==> src/rtl/hazard_ctrl.sv <==
// Pipeline hazard unit: operand forwarding selects, data/HI-LO stall and
// the multiply/divide busy counter that backs the HI-LO interlock.
module hazard_ctrl #(
    parameter int unsigned MULT_CYCLES = 5,
    parameter int unsigned DIV_CYCLES  = 10
) (
    input  logic       clk,
    input  logic       reset,
    input  logic [4:0] D_Rs,
    input  logic [4:0] D_Rt,
    input  logic [1:0] D_RsTuse,
    input  logic [1:0] D_RtTuse,
    input  logic       D_UseHILO,
    input  logic [4:0] E_Rs,
    input  logic [4:0] E_Rt,
    input  logic [4:0] E_WReg,
    input  logic [1:0] E_Tnew,
    input  logic       E_MDStart,
    input  logic       E_MDType,
    input  logic [4:0] M_Rt,
    input  logic [4:0] M_WReg,
    input  logic [1:0] M_Tnew,
    input  logic       M_Link,
    input  logic [4:0] W_WReg,
    output logic       Stall,
    output logic       FlushE,
    output logic [1:0] ForwardRSD,
    output logic [1:0] ForwardRTD,
    output logic [1:0] ForwardRSE,
    output logic [1:0] ForwardRTE,
    output logic       ForwardRTM,
    output logic       MDBusy,
    output logic [3:0] MDCount
);

    localparam logic [3:0] MULT_LOAD = 4'(MULT_CYCLES);
    localparam logic [3:0] DIV_LOAD  = 4'(DIV_CYCLES);

    // $0 is hardwired to zero, so it never counts as a producer.
    function automatic logic reg_match(input logic [4:0] dst, input logic [4:0] src);
        return (dst != 5'd0) && (dst == src);
    endfunction

    function automatic logic [1:0] fwd_decode(input logic [4:0] src,
                                              input logic [4:0] m_wreg,
                                              input logic [1:0] m_tnew,
                                              input logic       m_link);
        logic [1:0] sel;
        sel = 2'b00;
        if (reg_match(m_wreg, src) && (m_tnew == 2'd0)) begin
            sel = m_link ? 2'b10 : 2'b01;
        end
        return sel;
    endfunction

    function automatic logic [1:0] fwd_execute(input logic [4:0] src,
                                               input logic [4:0] m_wreg,
                                               input logic [1:0] m_tnew,
                                               input logic       m_link,
                                               input logic [4:0] w_wreg);
        logic [1:0] sel;
        sel = 2'b00;
        if (reg_match(m_wreg, src) && (m_tnew == 2'd0)) begin
            sel = m_link ? 2'b11 : 2'b10;
        end else if (reg_match(w_wreg, src)) begin
            sel = 2'b01;
        end
        return sel;
    endfunction

    // Tuse of 3 can never be below a 2-bit Tnew, so unused operands drop out.
    function automatic logic operand_hazard(input logic [4:0] src,
                                            input logic [1:0] tuse,
                                            input logic [4:0] e_wreg,
                                            input logic [1:0] e_tnew,
                                            input logic [4:0] m_wreg,
                                            input logic [1:0] m_tnew);
        return (reg_match(e_wreg, src) && (tuse < e_tnew)) ||
               (reg_match(m_wreg, src) && (tuse < m_tnew));
    endfunction

    logic [3:0] md_count_q;
    logic [3:0] md_count_d;
    logic       md_busy;
    logic       data_stall;
    logic       md_stall;

    always_comb begin
        md_count_d = md_count_q;
        if (E_MDStart && (md_count_q == 4'd0)) begin
            md_count_d = E_MDType ? DIV_LOAD : MULT_LOAD;
        end else if (md_count_q != 4'd0) begin
            md_count_d = md_count_q - 4'd1;
        end
    end

    always_ff @(posedge clk or posedge reset) begin
        if (reset) begin
            md_count_q <= '0;
        end else begin
            md_count_q <= md_count_d;
        end
    end

    always_comb begin
        md_busy    = (md_count_q != 4'd0) || E_MDStart;
        data_stall = operand_hazard(D_Rs, D_RsTuse, E_WReg, E_Tnew, M_WReg, M_Tnew) ||
                     operand_hazard(D_Rt, D_RtTuse, E_WReg, E_Tnew, M_WReg, M_Tnew);
        md_stall   = D_UseHILO && md_busy;
    end

    always_comb begin
        Stall      = data_stall || md_stall;
        FlushE     = data_stall || md_stall;
        ForwardRSD = fwd_decode(D_Rs, M_WReg, M_Tnew, M_Link);
        ForwardRTD = fwd_decode(D_Rt, M_WReg, M_Tnew, M_Link);
        ForwardRSE = fwd_execute(E_Rs, M_WReg, M_Tnew, M_Link, W_WReg);
        ForwardRTE = fwd_execute(E_Rt, M_WReg, M_Tnew, M_Link, W_WReg);
        ForwardRTM = !reg_match(W_WReg, M_Rt);
        MDBusy     = md_busy;
        MDCount    = md_count_q;
    end

endmodule

==> config.mk <==
export PLATFORM = sky130hd
export DESIGN_NAME = hazard_ctrl
export DESIGN_NICKNAME = d
export VERILOG_FILES = /design/src/rtl/hazard_ctrl.sv
export SDC_FILE = /design/constraint.sdc
export NUM_CORES = 1
export LEC_CHECK = 0
export CORE_ASPECT_RATIO = 0.9
export CORE_MARGIN = 10
export CORE_UTILIZATION = 38
export CTS_CLUSTER_SIZE = 20
export DETAILED_ROUTE_END_ITERATION = 12
export GPL_ROUTABILITY_DRIVEN = 0
export PLACE_DENSITY = 0.95
export SLEW_MARGIN = 0
export SYNTH_ARGS = -nofsm -noshare
export SYNTH_HDL_FRONTEND = slang
export SYNTH_SLANG_ARGS = --single-unit
export TNS_END_PERCENT = 20
==> constraint.sdc <==
create_clock -name clk -period 2.4 [get_ports clk]
set_input_delay 0.24 -clock clk [delete_from_list [all_inputs] [get_ports clk]]
set_output_delay 0.24 -clock clk [all_outputs]
set_load 0.1 [all_outputs]
Word level (Yosys, flattened, before mapping):

Cells that the tools add are included.

* register bits: 4
* input bits: 54
* output and inout port bits: 16
* word-level logic and storage cells: 58

* add/sub/neg operators: 1
* order comparisons: 4
* eq/ne operators: 9
* muxes and demuxes: 11
* reductions and logical operators: 32

Operators by type and width (count)
* $eq A5 B5 Y1: 9
* $logic_and A1 B1 Y1: 19
* $reduce_bool A5 Y1: 3
* $mux W4: 3
* $mux W2: 5
* $lt A2 B2 Y1: 4
* $logic_or A1 B1 Y1: 5
* $logic_not A4 Y1: 1
* $reduce_bool A4 Y1: 1
* $sub A4 B1 Y4 const B: 1
* $mux W1: 3
* $logic_not A2 Y1: 1
* $reduce_bool A2 Y1: 1
* $logic_not A1 Y1: 1

Logic depth before layout (Yosys ltp):

* depth in word-level cells: 6
* depth in mapped cells: 7
* depth with buffers taken out: 6

Least setup slack after synthesis:

No wires, ideal clock.

* kind: input to output
* from: input M_WReg[2]
* to: output ForwardRSD[0]
* data arrival time: 3684 ps
* data required time: 2160 ps
* slack: -1524 ps
* stages on the path: 5
* cells stage by stage: buf_4 > xor2_1 > nor3_1 > nand4_1 > nor4_1

* word-level cells in the longest chain between the ends: 4
* elaborated cells between the ends (all ways): 5
* classes of those cells: eq/ne: 1; mux: 1; reduce/logical: 3

Ends and longest elaborated chain
* start, declared: RTL line 21 `input logic [4:0] M_WReg,`
* $eq A5 B5 Y1 / $reduce_bool A5 Y1 (equally long branches): RTL line 41 `return (dst != 5'd0) && (dst == src);`
* $logic_and A1 B1 Y1 *: RTL line 41
* $logic_and A1 B1 Y1 *: RTL line 50 `if (reg_match(m_wreg, src) && (m_tnew == 2'd0)) begin`
* $mux W2 *: RTL line 50
* end, declared: RTL line 27 `output logic [1:0] ForwardRSD,`

Mark *: on every way between the ends. The rest lies on a longest branch, timed or not.

Final worst setup path:

* from: input E_Tnew[1]
* to: output Stall

* word-level cells in the longest chain between the ends: 5
* elaborated cells between the ends (all ways): 8
* classes of those cells: order compare: 2; reduce/logical: 6

Ends and longest elaborated chain
* start, declared: RTL line 17 `input logic [1:0] E_Tnew,`
* $lt A2 B2 Y1: RTL line 78 `return (reg_match(e_wreg, src) && (tuse < e_tnew)) ||`
* $logic_and A1 B1 Y1: RTL line 78
* $logic_or A1 B1 Y1: RTL line 78
* $logic_or A1 B1 Y1 *: RTL line 107 `data_stall = operand_hazard(D_Rs, D_RsTuse, E_WReg, E_Tnew, M_WReg, M_Tnew) ||`
* $logic_or A1 B1 Y1 *: RTL line 113 `Stall = data_stall || md_stall;`
* end, declared: RTL line 25 `output logic Stall,`

Marked as above.

==> flow_summary_export.csv <==
group,metric,value,unit
run_status,status,"completed",
synthesis,syn_nets,185,
worst_setup_path,required,2.16,ns
clocking,cts-hold-fix-buffers,0,
worst_setup_path,startpoint_type,"input port",
floorplanning,num_rows,17,
placed_design,dp_slack,0.0550,ns
placed_design,place_area,0.00193,mm^2
clocking,htreeDepth,1,
detailed_routing,drtIter0Drc,32,
sta,setup_viol,0,
worst_setup_path,arrival,2.06,ns
floorplanning,start_util,40.4,%
synthesis,synth-seq-area-share,9.86,%
synthesis,synth_area_leaders,"xnor2_1 (22%), xor2_1 (19%), dfrtp_1 (9.9%)",
clocking,clock_path_buffers,2,
cells_and_area,drive_gt1_share,24.3,%
placed_design,dp.final_hpwl,3.85,mm
worst_setup_path,critPathCaptureType,"output port",
power_and_ir_drop,irDropWorstVdd,0.312,mV
floorplanning,core_area,0.00251,mm^2
min_path,hp-class,"in2async",
cells_and_area,fin_area,0.00198,mm^2
detailed_routing,wl_per_cell,18.7,um
power_and_ir_drop,p_leak,0.000812,uW
placed_design,placed_cells,227,
power_and_ir_drop,p_per_area,576,mW/mm^2
sta,max_freq,434,MHz
sta,fin_crit_sh,95.9,%
synthesis,synth_commonest_cells,"xnor2_1 (25), xor2_1 (22), nand2_1 (9)",
global_routing,grt_pass1_wl,6.92,mm
clocking,cts_sinks,4,
synthesis,ys_types,29,
synthesis,ys_seq_elements,4,
synthesis,synth.top_cell.area_share,21.6,%
clocking,clockRootBuffer,"clkbuf_4",
cells_and_area,fillers,152,
synthesis,ys_warn_count,0,
cells_and_area,final_cell_count_no_fill,230,
placed_design,io_buffers,69,
worst_setup_path,worstReg2RegStart,"MDCount[0]",
cells_and_area,syn_to_final_growth,95.1,%
cells_and_area,largest_reg_flops,4,
sta,worstMarginPinSlew,0.348,ns
global_routing,grt_antenna_before_repair,0,
clocking,clkLatencyLatePin,0.24,ns
detailed_routing,wl,4.29,mm
floorplanning,die_x,74.5,um
power_and_ir_drop,total_power,1140,uW
sta,hold_viol_final,0,
synthesis,ys.flop_type,"dfrtp_1",
floorplanning,pin_count,70,
sta,slew_viol_final,0,
sta,slew_headroom,76.6,%
synthesis,synthArstFlopShare,100,%
worst_setup_path,cp_max_fo,2,
detailed_routing,firstDrtPassIters,4,
detailed_routing,via_count,1232,
global_routing,grt_max_degree,8,
run,drv_cap,0,
sta,period_needed,2.30,ns
sta,finalWorstSetupSlack,0.0985,ns
cells_and_area,diodes,0,
clocking,clk_pin_slew,0.04,ns
clocking,post_cts_buffers,0,
synthesis,synth_edf_count,0,
synthesis,syn_area,0.00101,mm^2
worst_setup_path,critPathLaunch,"E_Tnew[1]",
cells_and_area,fin_util,78.9,%
clocking,cts_tree,"built",
floorplanning,die_area,0.00514,mm^2
worst_setup_path,crit_type,"in2out",
global_routing,gr-total-overflow,0,
sta,finClkSkew,0.00255,ns
synthesis,yosysMostFrequentCell,"xnor2_1",
detailed_routing,via_per_inst,5.36,
detailed_routing,postRouteAntennaNets,0,
floorplanning,die_h,69.0,um
detailed_routing,drc_errors,0,
synthesis,synthCells,125,
global_routing,gr-usage-all-layers,16.7,%
cells_and_area,fin_nets,264,
synthesis,syn_area_per_cell,8.12,um^2
synthesis,synth_top_area_cell,"xnor2_1",
global_routing,grt_pass1_vias,1475,
clocking,numCtsBuffers,3,
## layout make-up
cell class              count  area, um^2  share of cell area [%]
multi-input cells         109         901                    45.5
flip-flops and latches      4         115                    5.82
inverters                   6        27.5                    1.39
clock buffers               3        22.5                    1.14
repair buffers             80         878                    44.4
well taps                  28        35.0                    1.77
## critical path, cell delays in order
cell and delay [ns]:
clkdlybuf4s50_1 0.46, inv_1 0.06, ha_1 0.28, a2111oi_2 0.29, nand4_1 0.14, o2bb2ai_1 0.15, nand4_1 0.22, buf_12 0.21
## placed cells by master, fill, tap and decap left out, types with 4 or more instances in the layout
cell type / Yosys / layout
a21oi_1: 4 / 4
buf_12: 0 / 11
buf_4: 5 / 16
clkdlybuf4s50_1: 0 / 50
dfrtp_4: 0 / 4
ha_1: 6 / 5
inv_1: 6 / 4
nand2_1: 9 / 8
nand2b_1: 4 / 4
nand3_1: 5 / 5
nand4_1: 4 / 4
nor3_1: 4 / 4
xnor2_1: 25 / 24
xor2_1: 22 / 22
## path summary, 6_finish.rpt
kind	end	slack, ns	cells after the start
hold / removal	MDCount[3]	0.20	2
min in group clk	MDCount[0]	0.59	1
setup / recovery	Stall	0.1	8
max in group asynchronous	MDCount[2]	2.02	2
setup reg to reg	MDCount[0]	1.20	5
hold reg to reg	MDCount[0]	0.59	1
## through the flow
stage | hold slack (ns) | setup TNS (ns)
2_1_floorplan | 0.00618 | -1.94
3_3_place_gp | 0.420 | 0
3_5_place_dp | 0.438 | 0
4_1_cts | 0.189 | 0
5_1_grt | 0.189 | -0.00517
6_report | 0.201 | 0
## repair_timing
item	CTS	global route
endpoints found under the setup margin	0	4
gates resized for setup	0	8
endpoints found under the hold margin	0	0
## metal layers
layer  vias up  wire [um]  track usage [%]
li1        584          -                -
met1       580       1520             17.0
met2        62       2310             30.3
met3         6        381             5.28
met4         0         78             5.83
met5         -          0                0
## power breakdown
group / internal [uW] / switching, uW
logic: 312 / 561
registers: 129 / 52.8
clock network: 56.0 / 28.2
## cells by family after synthesis
family | Yosys count | synth area share (%)
AOI/OAI and AO/OA | 11 | 7.65
xor gates and xnor gates | 47 | 40.6
and+or+nand+nor | 43 | 25.9
adders and majority gates | 6 | 7.40
muxes | 2 | 2.22
buffers and inverters | 12 | 6.41
DFF | 4 | 9.86
Note: power is estimated with default switching activity, not from simulation.
